--- config.mk ---
export PLATFORM = sky130hd
export DESIGN_NAME = btn_conditioner
export DESIGN_NICKNAME = d
export VERILOG_FILES = /design/src/rtl/btn_conditioner.sv
export SDC_FILE = /design/constraint.sdc
export NUM_CORES = 1
export LEC_CHECK = 0
export BUFFER_PORTS_ARGS = -buffer_cell sky130_fd_sc_hd__buf_2
export CORE_MARGIN = 1
export CORE_UTILIZATION = 45
export DETAILED_ROUTE_END_ITERATION = 8
export PLACE_DENSITY_LB_ADDON = 0.08
export SYNTH_ARGS = -nofsm -noshare
export SYNTH_HDL_FRONTEND = slang
export SYNTH_SLANG_ARGS = --single-unit
--- constraint.sdc ---
create_clock -name sys_clk -period 2.55 [get_ports sys_clk]
set_input_delay 0.1275 -clock sys_clk [delete_from_list [all_inputs] [get_ports sys_clk]]
set_output_delay 0.1275 -clock sys_clk [all_outputs]
set_load 0.02 [all_outputs]
--- src/rtl/btn_conditioner.sv ---
// Push-button conditioner: 2-flop sync, debounce, short/long press events.
// Optional auto-repeat in the LONG state when BTN_AUTOREPEAT_EN is defined.
module btn_conditioner #(
   parameter int DEBOUNCE_CYCLES = 270_000,
   parameter int LONG_CYCLES     = 27_000_000,
   parameter int REPEAT_CYCLES   = 2_700_000
) (
   input  logic sys_clk,
   input  logic sys_rst,
   input  logic btn_n,
   output logic btn_level,
   output logic press_pulse,
   output logic short_pulse,
   output logic long_pulse,
   output logic repeat_pulse
);

   localparam int DW = $clog2(DEBOUNCE_CYCLES + 1);
   localparam int HW = $clog2(LONG_CYCLES + 1);
   localparam logic [DW-1:0] DB_LAST   = DW'(DEBOUNCE_CYCLES - 1);
   localparam logic [HW-1:0] HOLD_LAST = HW'(LONG_CYCLES - 1);
   localparam logic [HW-1:0] HOLD_MAX  = HW'(LONG_CYCLES);

   typedef enum logic [1:0] {IDLE, HELD, LONG} state_t;

   logic          sync1_q, sync_q;
   logic [DW-1:0] db_cnt_q, db_cnt_d;
   logic          level_q, level_d;
   logic          rise, fall;
   state_t        state_q, state_d;
   logic [HW-1:0] hold_q, hold_d;
   logic          press_q, press_d;
   logic          short_q, short_d;
   logic          long_q, long_d;

   always_ff @(posedge sys_clk or posedge sys_rst) begin
      if (sys_rst) begin
         sync1_q  <= 1'b0;
         sync_q   <= 1'b0;
         db_cnt_q <= '0;
         level_q  <= 1'b0;
         state_q  <= IDLE;
         hold_q   <= '0;
         press_q  <= 1'b0;
         short_q  <= 1'b0;
         long_q   <= 1'b0;
      end else begin
         sync1_q  <= ~btn_n;
         sync_q   <= sync1_q;
         db_cnt_q <= db_cnt_d;
         level_q  <= level_d;
         state_q  <= state_d;
         hold_q   <= hold_d;
         press_q  <= press_d;
         short_q  <= short_d;
         long_q   <= long_d;
      end
   end

   // Any disagreement resets credit; level flips on the cycle count would hit the limit.
   always_comb begin
      level_d  = level_q;
      db_cnt_d = '0;
      if (sync_q != level_q) begin
         if (db_cnt_q == DB_LAST) level_d = sync_q;
         else db_cnt_d = db_cnt_q + 1'b1;
      end
      rise = level_d & ~level_q;
      fall = level_q & ~level_d;
   end

   always_comb begin
      state_d = state_q;
      hold_d  = hold_q;
      unique case (state_q)
         IDLE: begin
            hold_d = '0;
            if (rise) begin
               state_d = HELD;
               hold_d  = HW'(1);
            end
         end
         HELD: begin
            if (fall) begin
               state_d = IDLE;
               hold_d  = '0;
            end else begin
               if (hold_q != HOLD_MAX) hold_d = hold_q + 1'b1;
               if (hold_q == HOLD_LAST) state_d = LONG;
            end
         end
         LONG: begin
            if (fall) begin
               state_d = IDLE;
               hold_d  = '0;
            end
         end
         default: begin
            state_d = IDLE;
            hold_d  = '0;
         end
      endcase
   end

   // A release completing on the long threshold wins over the long event.
   always_comb begin
      press_d = (state_q == IDLE) & rise;
      short_d = (state_q == HELD) & fall;
      long_d  = (state_q == HELD) & ~fall & (hold_q == HOLD_LAST);
   end

`ifdef BTN_AUTOREPEAT_EN
   localparam int RW = $clog2(REPEAT_CYCLES + 1);
   localparam logic [RW-1:0] REP_LAST = RW'(REPEAT_CYCLES - 1);

   logic [RW-1:0] rep_cnt_q, rep_cnt_d;
   logic          rep_q, rep_d;

   always_ff @(posedge sys_clk or posedge sys_rst) begin
      if (sys_rst) begin
         rep_cnt_q <= '0;
         rep_q     <= 1'b0;
      end else begin
         rep_cnt_q <= rep_cnt_d;
         rep_q     <= rep_d;
      end
   end

   always_comb begin
      rep_cnt_d = '0;
      rep_d     = 1'b0;
      if (state_q == LONG && !fall) begin
         if (rep_cnt_q == REP_LAST) rep_d = 1'b1;
         else rep_cnt_d = rep_cnt_q + 1'b1;
      end
   end

   assign repeat_pulse = rep_q;
`else
   assign repeat_pulse = 1'b0 & (REPEAT_CYCLES != 0);
`endif

   assign btn_level   = level_q;
   assign press_pulse = press_q;
   assign short_pulse = short_q;
   assign long_pulse  = long_q;

endmodule

## Word level (Yosys, flattened, before mapping)

Cells that the tools add are included.

| storage, ports and cells | value |
|---|---|
| input bits | 3 |
| latch bits | 0 |
| word-level logic and storage cells | 48 |
| ROM bits | 0 |
| output and inout port bits | 5 |
| memories | 0 |
| memory bits (writable) | 0 |
| flip-flop bits (word level) | 52 |

| cells by class | value |
|---|---|
| shift operators | 0 |
| add/subtract/negate cells | 2 |
| multiplexer cells | 14 |
| reductions and logical operators | 3 |
| order comparisons | 0 |
| bitwise logic cells | 10 |
| equal/unequal tests | 10 |
| multipliers | 0 |
| divide/modulo/power cells | 0 |

Operators by type and width:

| kind | number |
|---|---|
| 2-to-1 mux 25 bit | 3 |
| one-hot mux 25 bit (3 select lines) | 1 |
| 2-to-1 mux 19 bit | 2 |
| adder 25 x 1 -> 25 bit, second input constant | 1 |
| == test 25 bit, second input constant | 1 |
| inequality test 25 bit, second input constant | 1 |
| adder 19 x 1 -> 19 bit, second input constant | 1 |
| == test 19 bit, second input constant | 1 |
| 2-to-1 mux 2 bit | 4 |
| bitwise AND 1 bit | 6 |
| inequality test 3 bit, second input constant | 2 |
| one-hot mux 2 bit (3 select lines) | 1 |
| inequality test 2 bit, second input constant | 2 |
| inverter 1 bit | 4 |
| 2-to-1 mux 1 bit | 3 |
| AND reduction 3 bit | 1 |
| == test 2 x 1 -> 1 bit, second input constant | 1 |
| == test 2 bit, second input constant | 1 |
| zero test 2 bit | 1 |
| AND reduction 2 bit | 1 |
| inequality test 1 bit | 1 |

## Logic depth before layout (Yosys ltp)

| logic depth | value |
|---|---|
| depth in word-level cells | 8 |
| depth in mapped cells | 8 |
| depth with buffers taken out | 7 |

## Least setup slack after synthesis

OpenSTA, ideal clock, no wires.

| timing path | value |
|---|---|
| kind | register -> register |
| start | register hold_q[18] |
| end | register hold_q[19] |
| path buffers | 1 |
| arrival | 1,921 ps |
| data required time | 2,429 ps |
| slack | 507 ps |
| library setup time | 121 ps |
| cell stages (with the launch flop) | 8 |
| period minus slack after synthesis | 2,043 ps |
| cells stage by stage | dfrtp_1 -> or4b_4 -> nor4_4 -> a31oi_2 -> buf_6 -> o211ai_1 -> xor2_1 -> nor2_1 |

| on the way | value |
|---|---|
| longest elaborated chain between the ends | 4 |
| elaborated cells between the ends (all ways) | 7 |
| classes of those cells | add/sub (1); eq/ne (2); mux (3); reduce/logical (1) |

Ends and longest elaborated chain:

| item | RTL line | source |
|---|---|---|
| start, declared | 31 | `logic [HW-1:0] hold_q, hold_d;` |
| start signal, assigned | 53 | `hold_q <= hold_d;` |
| adder 25 x 1 -> 25 bit | 88 | `if (hold_q != HOLD_MAX) hold_d = hold_q + 1'b1;` |
| 2-to-1 mux 25 bit | 88 |  |
| 2-to-1 mux 25 bit | 84 | `if (fall) begin` |
| one-hot mux 25 bit (3 select lines) | 75 | `unique case (state_q)` |

Parallel ways exist; a longest one is shown, timed or not. The select of a mux whose other input is x is not followed.
A chain may end at the register's enable or synchronous reset.

## Final worst setup path

| timing path | value |
|---|---|
| start | register db_cnt_q[0] |
| end | register hold_q[17] |

| on the way | value |
|---|---|
| longest elaborated chain between the ends | 7 |
| elaborated cells between the ends (all ways) | 10 |
| classes of those cells | eq/ne (3); mux (4); bitwise (2); reduce/logical (1) |

Ends and longest elaborated chain:

| item | RTL line | source |
|---|---|---|
| start, declared | 27 | `logic [DW-1:0] db_cnt_q, db_cnt_d;` |
| start signal, assigned | 50 | `db_cnt_q <= db_cnt_d;` |
| == test 19 bit (*) | 65 | `if (db_cnt_q == DB_LAST) level_d = sync_q;` |
| 2-to-1 mux 1 bit (*) | 65 |  |
| 2-to-1 mux 1 bit (*) | 64 | `if (sync_q != level_q) begin` |
| inverter 1 bit (*) | 69 | `fall = level_q & ~level_d;` |
| bitwise AND 1 bit (*) | 69 |  |
| 2-to-1 mux 25 bit (tied with other cells) | 84 |  |
| one-hot mux 25 bit (3 select lines) or AND reduction 2 bit (tied branches) | n/a |  |

Mark *: on every way between the ends. The rest lies on a longest branch, timed or not.

==> out/summary.txt <==
Max-cap violations = 0
row cnt = 28
P_leak = 1.26 nW
r2r setup slk = 0.23 ns
clock latency on the worst-skew pair = 0.31 ns
Setup Skew = 0.00357 ns
total die area = 0.00651 mm^2
cell area after synthesis = 0.00279 mm^2
P&R area growth vs syn = 9.74%
Overall Global Routing Usage = 20.5%
mux contribution to synthesized area = 0.404%
Syn Inst Count = 286
CP delay by family, top = simple AND/OR/NAND/NOR gates
crit path to = hold_q[17]$_DFFE_PP0P_
power per cell area = 470 mW/mm^2
Setup violations, final = 0
I/O Buffers = 6
Main synth FF type = dfrtp_1
Routed WL = 5.75 mm
class of the worst hold path = in2async
GR Overflow Total = 0
critical path buffer and inverter count = 0
Hold Vio Cnt, Final = 0
Multi-input gate area = 0.00139 mm^2
Register Area = 0.00130 mm^2
Avg WL per Cell = 15.2 um
via count = 2028
Max stage delay cell, worst path = or3_1
Crit Path Category = reg2reg
data required time of the critical path = 2.75 ns
Initial DRT Pass Iterations = 4
Worst Setup Start Kind = flip-flop
Max stage delay on crit path = 0.56 ns
status = complete, no violations
initial DRC count = 72
CTS tree = built
first-pass GRT wire length = 10.1 mm
Placement Setup Slack = 0.212 ns
XOR/XNOR share of the synthesized area = 10.4%
Setup TNS = 0 ns
max-slew violation count = 0
setup ws final = 0.227 ns
dpl hpwl = 4.23 mm
Synth warnings = 0
Clock Path Buffers = 2
clock-pin slew on the worst setup and hold paths = 0.09 ns
post-synthesis compound-gate area fraction = 11.1%
largest net degree at the start of global routing = 20
Post-synth EDFFs = 0
# H-tree levels = 2
Worst Setup SP = db_cnt_q[0]$_DFF_PP0_
Remaining DRCs = 0
Crit path depth = 7
Synth cell types = 47
unrepaired setup endpoints after global routing = false
reg2reg end = hold_q[17]$_DFFE_PP0P_
vias in the first global route = 2085
core area = 0.00596 mm^2
largest family of logic cells by synthesized area = simple AND/OR/NAND/NOR gates
worst r2r src = db_cnt_q[0]$_DFF_PP0_
Setup crit end kind = flip-flop
R2R depth = 7
Num Clock Sinks = 52
initial core utilization = 46.8%
synth top area cells = dfrtp_1, nor2_1, xor2_1, xnor2_1, nand3_1
Post-Syn Nets = 292
Yosys top cell by area = dfrtp_1
Routed Antenna Nets = 0
worst-path maximum fanout = 11
GP Congestion = 0.848
Chip Width = 80.7 um
n_diodes = 0
fmax = 430 MHz
min cycle time layout = 2.32 ns
share of cells above drive strength 1 = 13.6%
#FFs+latches synth = 52
root buffer cell = clkbuf_8
synth cell count leaders = dfrtp_1, nor2_1, nand2_1, xor2_1, nand3_1
Ports = 8
post-synth top area share = 46.7%
WHS = 0.329 ns
Seq/Total Area, Yosys = 46.7%
Layout Nets = 307
final period utilization = 91.1%
Num CTS Buffers = 5
# fillers = 558
adder-cell share of the synthesized area = 1.35%
Simple-Gate Fraction of Synth Area = 26.4%
initial antenna violation count = 0
Die Height = 80.7 um
post-synthesis average cell area = 9.75 um^2
peak supply drop = 277 uV
crit-path cells = ha_1 -> and4_1 -> nand3_1 -> or3_1 -> a2111oi_4 -> xnor2_1 -> nor2_1
count leader, synth = dfrtp_1
asr flop ratio synth = 100%
via/cell ratio = 5.38
WP data arrival = 2.52 ns
## logic make-up (layout without fill, tap and decap cells)
group / count (synthesis) / in the layout
AND/OR/NAND/NOR: 135 / 135
flip-flops: 52 / 52
AO/OA/AOI/OAI: 41 / 41
XOR/XNOR: 33 / 33
buffers and inverters: 20 / 36
adder cells (fa/ha/maj): 3 / 3
other: 1 / 1
multiplexers: 1 / 1
## registers in the layout (all words and copies together), names as in the netlist
name and cells:
sync1_q 1, sync_q 1, press_pulse 1, btn_level 1
db_cnt_q 19, long_pulse 1, hold_q 25, short_pulse 1
state_q 2
## layout by cell type (no fill, tap or decap), types with 2 or more instances in the layout
cell type / instances
buf_2: 6
a211oi_1: 3
nor3_1: 3
nor2b_1: 4
nand4_1: 10
a21oi_1: 8
nand2b_1: 4
inv_1: 9
and2_1: 4
xor2_1: 19
nor2_1: 46
clkbuf_8: 5
o21ai_2: 3
buf_4: 10
o211ai_1: 4
o2111ai_2: 3
nor4_1: 2
and4_1: 5
and3_1: 5
nand3_1: 16
or3_1: 6
nand2_1: 19
dfrtp_1: 52
nor3b_1: 2
dlygate4sd3_1: 2
o21ai_1: 2
o21ai_0: 11
xnor2_1: 14
ha_1: 3
## through the flow
step / power, mW / cells / util [%] / instance area (um^2)
CTS: 1.46 / 377 / 51.3 / 3050
global placement: 0.888 / 367 / 49.1 / 2930
floorplan: 0.875 / 286 / - / 2790
detailed placement: 0.889 / 367 / 49.1 / 2930
global route: 1.51 / 377 / 51.4 / 3060
finish: 1.44 / 377 / 51.4 / 3060
## routing by layer
metal	vias up	routed length, um	GRT usage (%)
met5	-	0	0
met4	0	90	6.25
met3	9	182	3.86
met2	41	2710	33.4
met1	957	2760	27.7
li1	1021	-	-
## repair_timing
action                                  4_1_cts  5_1_grt
setup buffers                                 0        0
resized for setup                             0        1
hold buffers                                  2        0
hold endpoints to repair                     17        0
endpoints found under the setup margin        0        1
## final cells by class
type	count	area share, %
Clock inverter	2	1.15
Sequential cell	52	42.5
Timing Repair Buffer	18	4.09
Clock buffer	6	2.37
Inverter	10	1.23
Multi-Input combinational cell	214	45.6
Tap cell	75	3.07
## worst min-delay path by stage
stage            start               endpoint  slack (ns)  depth (start not counted)
5_1_grt        sys_rst  hold_q[4]$_DFFE_PP0P_        0.37                          3
3_3_place_gp   sys_rst  hold_q[4]$_DFFE_PP0P_        0.13                          2
4_1_cts        sys_rst  hold_q[4]$_DFFE_PP0P_        0.33                          3
2_1_floorplan    btn_n      sync1_q$_DFF_PP0_        0.19                          1
3_5_place_dp   sys_rst  hold_q[4]$_DFFE_PP0P_        0.13                          2
6_report       sys_rst  hold_q[4]$_DFFE_PP0P_        0.33                          3
## where the power goes
group	internal (mW)	switching (mW)
combinational	0.0112	0.0271
clock	0.292	0.275
sequential	0.829	0.00474
## tightest hold or removal path: stages
cell and delay, ns:
dlygate4sd3_1 0.53, buf_2 0.12, inv_2 0.28
Note: power is estimated with default switching activity, not from simulation.
